<file path="config.mk">
export PLATFORM = sky130hd
export DESIGN_NAME = cla_operand_sequencer
export DESIGN_NICKNAME = d
export VERILOG_FILES = /design/src/rtl/cla_operand_sequencer.sv
export SDC_FILE = /design/constraint.sdc
export NUM_CORES = 1
export LEC_CHECK = 0
export CAP_MARGIN = 20
export CORE_ASPECT_RATIO = 1.75
export CORE_MARGIN = 3
export CORE_UTILIZATION = 50
export DETAILED_ROUTE_END_ITERATION = 8
export MAX_ROUTING_LAYER = met4
export PLACE_DENSITY = 0.75
export SLEW_MARGIN = 20
export SYNTH_ARGS = -nofsm -noshare
export SYNTH_HDL_FRONTEND = slang
export SYNTH_SLANG_ARGS = --single-unit
</file>
<file path="constraint.sdc">
create_clock -name clk -period 3.8 [get_ports clk]
set_input_delay 0.76 -clock clk [delete_from_list [all_inputs] [get_ports clk]]
set_output_delay 0.76 -clock clk [all_outputs]
set_load 0.05 [all_outputs]
</file>
<file path="src/rtl/cla_operand_sequencer.sv">
// cla_operand_sequencer: queues operand pairs and steps each through an external combinational adder.
module cla_operand_sequencer #(
  parameter int WIDTH = 32,
  parameter int DEPTH = 4
) (
  input  logic                     clk,
  input  logic                     rst_n,
  input  logic                     in_valid,
  output logic                     in_ready,
  input  logic [WIDTH-1:0]         in_a,
  input  logic [WIDTH-1:0]         in_b,
  output logic [WIDTH-1:0]         A,
  output logic [WIDTH-1:0]         B,
  input  logic [WIDTH-1:0]         S,
  input  logic                     C,
  output logic                     out_valid,
  input  logic                     out_ready,
  output logic [WIDTH-1:0]         out_sum,
  output logic                     out_cout,
  output logic [$clog2(DEPTH):0]   fifo_count
);
  localparam int AW = $clog2(DEPTH);
  typedef enum logic [1:0] {IDLE, DRIVE, HOLD} state_t;
  state_t state, state_nx;
  logic [WIDTH-1:0] fifo_a [DEPTH];
  logic [WIDTH-1:0] fifo_b [DEPTH];
  logic [AW-1:0] wptr, rptr;
  logic push, pop;
  assign in_ready = int'(fifo_count) < DEPTH;
  assign push = in_valid && in_ready;
  assign pop = (state == IDLE) && (fifo_count != '0);
  always_comb begin
    state_nx = pop ? DRIVE : (state == DRIVE) ? HOLD : (state == HOLD && out_ready) ? IDLE : state;
  end
  always_ff @(posedge clk or negedge rst_n) begin
    if (!rst_n) state <= IDLE;
    else state <= state_nx;
  end
  always_ff @(posedge clk) begin
    if (push) begin
      fifo_a[wptr] <= in_a;
      fifo_b[wptr] <= in_b;
    end
  end
  // DEPTH is a power of two, so pointer overflow is the modulo wrap
  always_ff @(posedge clk or negedge rst_n) begin
    if (!rst_n) begin
      wptr <= '0;
      rptr <= '0;
      fifo_count <= '0;
    end else begin
      if (push) wptr <= wptr + AW'(1);
      if (pop) rptr <= rptr + AW'(1);
      fifo_count <= fifo_count + {{AW{1'b0}}, push} - {{AW{1'b0}}, pop};
    end
  end
  always_ff @(posedge clk or negedge rst_n) begin
    if (!rst_n) begin
      A <= '0;
      B <= '0;
      out_sum <= '0;
      out_cout <= 1'b0;
      out_valid <= 1'b0;
    end else begin
      if (pop) begin
        A <= fifo_a[rptr];
        B <= fifo_b[rptr];
      end
      if (state == DRIVE) begin
        out_sum <= S;
        out_cout <= C;
      end
      out_valid <= state_nx == HOLD;
    end
  end
endmodule

</file>
## After elaboration in Yosys (flattened, before gate mapping)

Memory sizes are Yosys's and may differ from the RTL's. A register that Yosys moved wholly into a read port is not among the register bits.
Cells that the tools add are included.

| word-level totals | value |
|---|---|
| bits in registers | 43 |
| bits in latches | 0 |
| bits in writable memories | 256 |
| memory bits (read-only) | 0 |
| bits of input ports | 101 |
| output and inout port bits | 102 |
| logic and storage cells | 29 |
| memories | 2 |

| operators by class | value |
|---|---|
| $add $sub $neg | 4 |
| multiply operators | 0 |
| div/mod/pow operators | 0 |
| magnitude comparators | 1 |
| equality and inequality tests | 3 |
| shift-type cells | 0 |
| mux-type cells | 5 |
| bitwise logic cells | 0 |
| reduce and logical (&&, ||, !) cells | 7 |

Memory list:

| memory | words | width | read ports | clocked after Yosys merged registers in | wr ports | line | source |
|---|---|---|---|---|---|---|---|
| fifo_a | 4 | 32 | 1 | 1 | 1 | 25 | `logic [WIDTH-1:0] fifo_a [DEPTH];` |
| fifo_b | 4 | 32 | 1 | 1 | 1 | 26 | `logic [WIDTH-1:0] fifo_b [DEPTH];` |

Operators by type and width:

| cell | count |
|---|---|
| 2-bit 2-to-1 mux | 3 |
| 2-bit by 1-bit adder with 2-bit output (second input constant) | 2 |
| 2-bit == test (second input constant) | 2 |
| 3-bit by 1-bit adder with 3-bit output | 1 |
| 1-bit logical AND | 3 |
| 3-bit < comparator (second input constant) | 1 |
| 3-bit nonzero test | 1 |
| 3-bit by 1-bit subtractor with 3-bit output | 1 |
| 2-bit by 1-bit == test with 1-bit output (second input constant) | 1 |
| 1-bit logical NOT | 2 |
| 2-bit logical NOT | 1 |
| 1-bit 2-to-1 mux | 2 |

## Longest topological paths before layout

Gate-level depths: netlist of run 1.

| logic depth | value |
|---|---|
| depth after elaboration | 6 |
| mapped depth | 12 |
| gate-level depth less buffers | 9 |

## Least setup slack after synthesis of run 1

OpenSTA, ideal clock, no wires.

| timing | value |
|---|---|
| path type | input port to flip-flop |
| start point | input in_valid |
| end point | memory fifo_a[0][0] (enable) |
| setup time | 429 ps |
| arrival time | 2642 ps |
| data required time | 3371 ps |
| path slack | 729 ps |
| cell stages on the path | 3 |
| buffers on the path | 1 |
| cells stage by stage | nor2b_1 > clkbuf_1 > and2_1 |

| between the ends | value |
|---|---|
| cells in the longest elaborated chain, start to end | 3 |

RTL lines:

| item | line | source |
|---|---|---|
| from (decl) | 8 | `input logic in_valid,` |
| 1-bit logical AND | 30 | `assign push = in_valid && in_ready;` |
| 1-bit 2-to-1 mux | 40 | `if (push) begin` |
| 1-bit 2-to-1 mux (not written as such) | 41 | `fifo_a[wptr] <= in_a;` |
| to (decl) | 25 |  |

No other way between the ends.

## Final worst setup path of run 1

| timing | value |
|---|---|
| start point | register fifo_count[2] |
| end point | output in_ready |

| between the ends | value |
|---|---|
| cells in the longest elaborated chain, start to end | 1 |

RTL lines:

| item | line | source |
|---|---|---|
| from (decl) | 20 | `output logic [$clog2(DEPTH):0] fifo_count` |
| from (signal assigned) | 54 | `fifo_count <= fifo_count + {{AW{1'b0}}, push} - {{AW{1'b0}}, pop};` |
| 3-bit < comparator | 29 | `assign in_ready = int'(fifo_count) < DEPTH;` |
| to (decl) | 9 | `output logic in_ready,` |

No other way between the ends.

==> flow_summary.ini, run 1 <==
[outcome]
status = finished clean

[floorplan]
io_pins = 203
dieArea_um2 = 28900
die_h_um = 223
dieWidth_um = 130
core_um2 = 26200
num_rows = 78
start_util_pct = 51.3

[placed_design]
port_buffers = 202
dpl.hpwl_um = 17100
gp_congestion = 0.739
dpl_cell_area_um2 = 15800
detailedPlace.worstSlack_ns = 0.906

[cells_and_area]
nets = 912
areaGrowthSynthToFinish_pct = 25.8
nFillCells = 1734
multiInputGateArea_um2 = 2880
layout-drive-gt1-share_pct = 27.4
ff_latch_area_um2 = 10400
final_area_um2 = 16900

[clock_network]
hold_buffers = 0
clk_latency_ns = 0.56
cts_sinks = 363
htreeDepth = 1
cts_root_buffer = clkbuf_16
cts-resized-gates = 0
tritoncts.num_buffers = 30
clk_pin_slew_ns = 0.07
cts_setup_buffers = 0
cts_buffer_depth = 3
cts_tree = built

[routing]
wirelength_um = 26000
wl_per_cell_um = 22.6
drtAntennaViolNets = 0
drt_first_iter_violations = 270
drt-pass1-iter-count = 4
vias = 6225
viasPerCell = 5.41
drc = 0

[logic_synthesis]
synth-simple-area-share_pct = 0.615
synth_nets = 695
netlist.area_leader.share_pct = 57.3
ys_types = 22
synth_xor_area_share_pct = 0.326
postSynthCellCount = 587
synth.area.top_cells = edfxtp_1 (57%), dfrtp_1 (20%), mux4_2 (11%)
synth_top_family_by_area = multiplexers
synth_top_cell_by_area = edfxtp_1
synth_warnings = 0
syn_avg_cell_area_um2 = 22.9
synth.area.mux_share_pct = 19.6
ys_seq_area_share_pct = 77.2
mappedNetlistArea_um2 = 13400
ys_ff_latch = 363
synthAdderAreaFrac_pct = 0.708
synth-compound-area-share_pct = 0.0746

[critical_path]
startpoint_type = register
cpPeakStageDelay_ns = 0.81
slowest_stage = clkdlybuf4s50_1
crit_type = reg2out
worstPathRequired_ns = 3.04
end_kind = output pin
worstPathArrival_ns = 1.88
crit_fanout = 4
critical_path.cell_chain = inv_1, clkdlybuf4s50_1

[sta]
skew_ns = 0.0117
worst_slew_pin_slew_ns = 1.00
fin_ws_ns = 1.16
setup_viol = 0
relSlewSlack_pct = 33.3
whs_ns = 0.224
drv_slew = 0
final.min_clock_period_ns = 2.64
finalCritPeriodShare_pct = 69.4
tns_ns = 0
rsz0062_at_grt = no
max_clock_freq_mhz = 379
hold_viol = 0

[run]
drv_cap = 0

[global_route]
grt_usage_pct = 18.9
antenna_found_initial = 2
overflow = 0
grt_pass1_vias = 6958
grt_max_degree = 80
grt_first_pass_wirelength_um = 40300

[min_path]
hp-class = in2async

[power]
ir_drop_mv = 0.528
power_density_nw_per_um2 = 900
total_power_uw = 15200
total_leakage_power_uw = 0.00603
## stage by stage
step	util, %	instances
after floorplan	-	587
after global placement	60.6	1092
after detailed placement	60.6	1092
after CTS	64.5	1148
after global routing	64.6	1150
final	64.6	1150
## worst max-delay path, delay by kind of cell, from the launching register on
kind | cells | cell delay, ns
flops | 1 | 0.41
buf+inv | 2 | 0.91
## cell families (layout without fill, tap and decap cells)
| kind of cell | after synthesis | count (layout) |
|---|---|---|
| buffers and inverters | 35 | 276 |
| muxes | 161 | 161 |
| DFF | 363 | 363 |
| xor gates and xnor gates | 5 | 5 |
| AOI/OAI and AO/OA | 2 | 2 |
| adders and majority gates | 7 | 7 |
| and+or+nand+nor | 14 | 14 |
| other | 0 | 2 |
## power breakdown
| part | leakage (uW) | switching [uW] | internal, uW |
|---|---|---|---|
| clock network | 0.000512 | 1310 | 1840 |
| registers | 0.00357 | 679 | 5280 |
| logic | 0.00195 | 3400 | 2690 |
## placed cells by master, fill, tap and decap left out
cell,instances
inv_1,8
clkbuf_16,31
buf_12,5
nor3_1,1
clkdlybuf4s50_1,201
buf_4,4
fa_1,1
diode_2,2
bufinv_16,3
nor2b_1,1
mux2_4,27
nand2_1,3
and2_4,4
o21ai_0,2
clkinv_2,6
mux4_2,64
xnor2_1,5
dfrtp_1,105
buf_6,2
clkinv_4,1
or3_4,1
or4b_1,1
clkbuf_1,8
clkbuf_8,7
ha_1,6
nand2b_1,3
edfxtp_1,256
mux2_2,70
dfrtp_4,2
## synth_stat cells
master    count
mux4_2       64
and2_1        4
buf_2         9
fa_1          1
ha_1          6
buf_6         5
or3_1         1
or4b_1        1
nor3_1        1
mux2_2       70
o21ai_0       2
dfrtp_1     107
buf_1         1
xnor2_1       5
clkbuf_1      8
nor2b_1       1
mux2_4       27
buf_4         4
nand2b_1      3
inv_1         8
edfxtp_1    256
nand2_1       3
## worst paths after layout
| check | start | end | slack, ns | cells after the start |
|---|---|---|---|---|
| setup / recovery | fifo_count[2] | in_ready | 1.16 | 2 |
| hold / removal | rst_n | A[31] | 0.22 | 1 |
| hold reg to reg | A[1] | A[1] | 0.50 | 1 |
| max in group asynchronous | rst_n | A[26] | 2.78 | 2 |
| min in group clk | A[1] | A[1] | 0.50 | 1 |
| setup reg to reg | rptr[0] | A[26] | 1.55 | 3 |
## state kept, by name, summed over array words and instances (netlist names), 2 cells and up
| signal | count |
|---|---|
| rptr | 2 |
| wptr | 2 |
| state | 2 |
| A | 32 |
| B | 32 |
| fifo_count | 3 |
| fifo_a | 128 |
| out_sum | 32 |
| fifo_b | 128 |
## area by class of cell
class / count / share of cell area (%)
Multi-Input combinational cell: 189 / 17.1
Clock inverter: 10 / 0.763
Inverter: 8 / 0.178
Antenna cell: 2 / 0.0296
Timing Repair Buffer: 212 / 12.8
Tap cell: 320 / 2.37
Clock buffer: 46 / 5.34
Sequential cell: 363 / 61.4
## per-layer routing
metal  GRT usage, %  up-vias  share of wire [%]
met5              -        -                  0
met4           7.35        0                3.2
met3           3.30       35                5.3
met2           32.6      206                 56
met1           21.9     3216                 36
li1               -     2768                  -
No activity file was read; power rests on OpenSTA's default activity.
==> run 2: changes to the inputs <==
==> constraint.sdc (replaced) <==
create_clock -name clk -period 2.7 [get_ports clk]
set_input_delay 0.54 -clock clk [delete_from_list [all_inputs] [get_ports clk]]
set_output_delay 0.54 -clock clk [all_outputs]
set_load 0.05 [all_outputs]
==> run 2 against run 1 <==
  * Register-to-register slack worse by 1.0 ns
  * Sequential share of layout area decreased by 0.51 points
  * Routed wire length down 0.99%
  * Final area increased by 0.84%
  * Combinational power is 44% higher
  * First-iteration DRC count up 24%
==> flow_summary.ini, run 2 (synthesis results as in run 1) <==
[outcome]
status = finished clean

[critical_path]
worstPathRequired_ns = 2.16
critical_path.cell_chain = inv_1, clkdlybuf4s50_1
cpPeakStageDelay_ns = 0.81
worstPathArrival_ns = 1.88
slowest_stage = clkdlybuf4s50_1
crit_fanout = 4
r2r_cells = 9
reg2reg_to = fifo_count[2]
end_kind = output pin
r2r_slack_ns = 0.51
rr_startpoint = fifo_count[2]
crit_type = reg2out
startpoint_type = register

[cells_and_area]
final_cell_mix = edfxtp_1 (256), clkdlybuf4s50_1 (201), dfrtp_1 (105)
final_area_um2 = 17000
reg_top3 = fifo_a x128, fifo_b x128
final_common_cell = edfxtp_1
nets = 922
layout-drive-gt1-share_pct = 28.6
areaGrowthSynthToFinish_pct = 26.8

[floorplan]
die_h_um = 223
dieWidth_um = 130
num_rows = 78
dieArea_um2 = 28900
core_um2 = 26200
start_util_pct = 51.3
io_pins = 203

[clock_network]
cts_sinks = 363
tritoncts.num_buffers = 31
cts_tree = built
cts-resized-gates = 0
cts_root_buffer = clkbuf_16
clk_pin_slew_ns = 0.07
cts_buffer_depth = 3
htreeDepth = 1
clk_latency_ns = 0.55
cts_setup_buffers = 0

[sta]
worst_slew_pin_slew_ns = 0.637
skew_ns = 0.0143
rsz0062_at_grt = no
setup_viol = 0
max_clock_freq_mhz = 413
fin_ws_ns = 0.276
final.min_clock_period_ns = 2.42
relSlewSlack_pct = 57.4
finalCritPeriodShare_pct = 89.8
drv_slew = 0
tns_ns = 0
hold_viol = 0

[global_route]
grt_max_degree = 67
grtUsageMet1_pct = 21.3
grt-busiest-layer = met2
antenna_found_initial = 3
grt_pass1_vias = 7141
grt.met2_usage_pct = 33.5
overflow = 0
met3_usage_pct = 3.18
grt_first_pass_wirelength_um = 40500
grt_usage_pct = 18.9

[power]
total_leakage_power_uw = 0.00609
power_density_nw_per_um2 = 1270
ir_drop_mv = 0.708
clockPowerShare_pct = 20.9
p_comb_share_pct = 40.8
p_int_uw = 13900
seqPwrFrac_pct = 38.3
swShare_pct = 35.4
switchingPower_uw = 7630

[placed_design]
detailedPlace.worstSlack_ns = 0.159
dpl.hpwl_um = 17000
gp_congestion = 0.731
dpl_cell_area_um2 = 16000
port_buffers = 202

[routing]
viasPerCell = 5.44
vias = 6320
drc = 0
wl_per_cell_um = 22.2
drt-pass1-iter-count = 5
drt_first_iter_violations = 336
drtAntennaViolNets = 0
wirelength_um = 25800

[min_path]
hp-class = in2async

[run]
drv_cap = 0
run 2: cell types whose count changed in the layout (fill, tap and decap cells not counted), sizes merged:
cell | previous run | this run
clkbuf | 46 | 38
bufinv | 3 | 4
clkinv | 7 | 11
clkinvlp | 0 | 4
diode | 2 | 3
dlygate4sd3 | 0 | 1
buf | 11 | 19
run 2: worst max-delay path: cells and delay by family, from the launching register on:
family	cells	cell delay (ns)
flops	1	0.41
buf+inv	2	0.91
run 2: routing by layer:
layer / vias up / wire, um
met2: 207 / 14200
li1: 2790 / -
met3: 52 / 1370
met4: 0 / 796
met5: - / 0
met1: 3271 / 9400
run 2: worst max path at each step:
stage / from / to / slack [ns] / cells after the start
floorplan: fifo_count[1] / fifo_count[2] / 0.01 / 12
global placement: in_valid / fifo_count[2] / 0.20 / 9
detailed placement: in_valid / fifo_count[2] / 0.16 / 9
CTS: fifo_count[2] / in_ready / 0.24 / 2
global route: fifo_count[2] / in_ready / 0.21 / 2
finish: fifo_count[2] / in_ready / 0.28 / 2
run 2: power by group through the flow:
stage / Clock (uW) / Combinational, uW / Sequential, uW
2_1_floorplan: 0 / 3600 / 10800
6_report: 4500 / 8790 / 8260
4_1_cts: 4630 / 8940 / 8300
5_1_grt: 4860 / 9260 / 8430
3_3_place_gp: 0 / 8750 / 8320
3_5_place_dp: 0 / 8920 / 8410
run 2: what timing repair did:
| action | CTS | global route |
|---|---|---|
| endpoints found under the hold margin | 19 | 0 |
| endpoints found under the setup margin | 0 | 0 |
| hold buffers | 1 | 0 |
run 2: cell type report:
| type | count | area, um^2 |
|---|---|---|
| flip-flops and latches | 363 | 10400 |
| fillers | 1710 | 9130 |
| multi-input cells | 189 | 2880 |
| repair buffers | 221 | 2280 |
| clock buffers | 38 | 842 |
| well taps | 320 | 400 |
| clock inverters | 19 | 215 |
| inverters | 8 | 30.0 |
| diodes | 3 | 7.51 |
run 2: stage by stage:
stage	hold slack [ns]	power [uW]	instances	utilization (%)
CTS	0.401	21900	1158	65.1
global placement	0.451	17100	1100	61.0
floorplan	0.244	14400	587	-
detailed placement	0.463	17300	1100	61.0
finish	0.432	21500	1161	65.1
global route	0.455	22600	1161	65.1
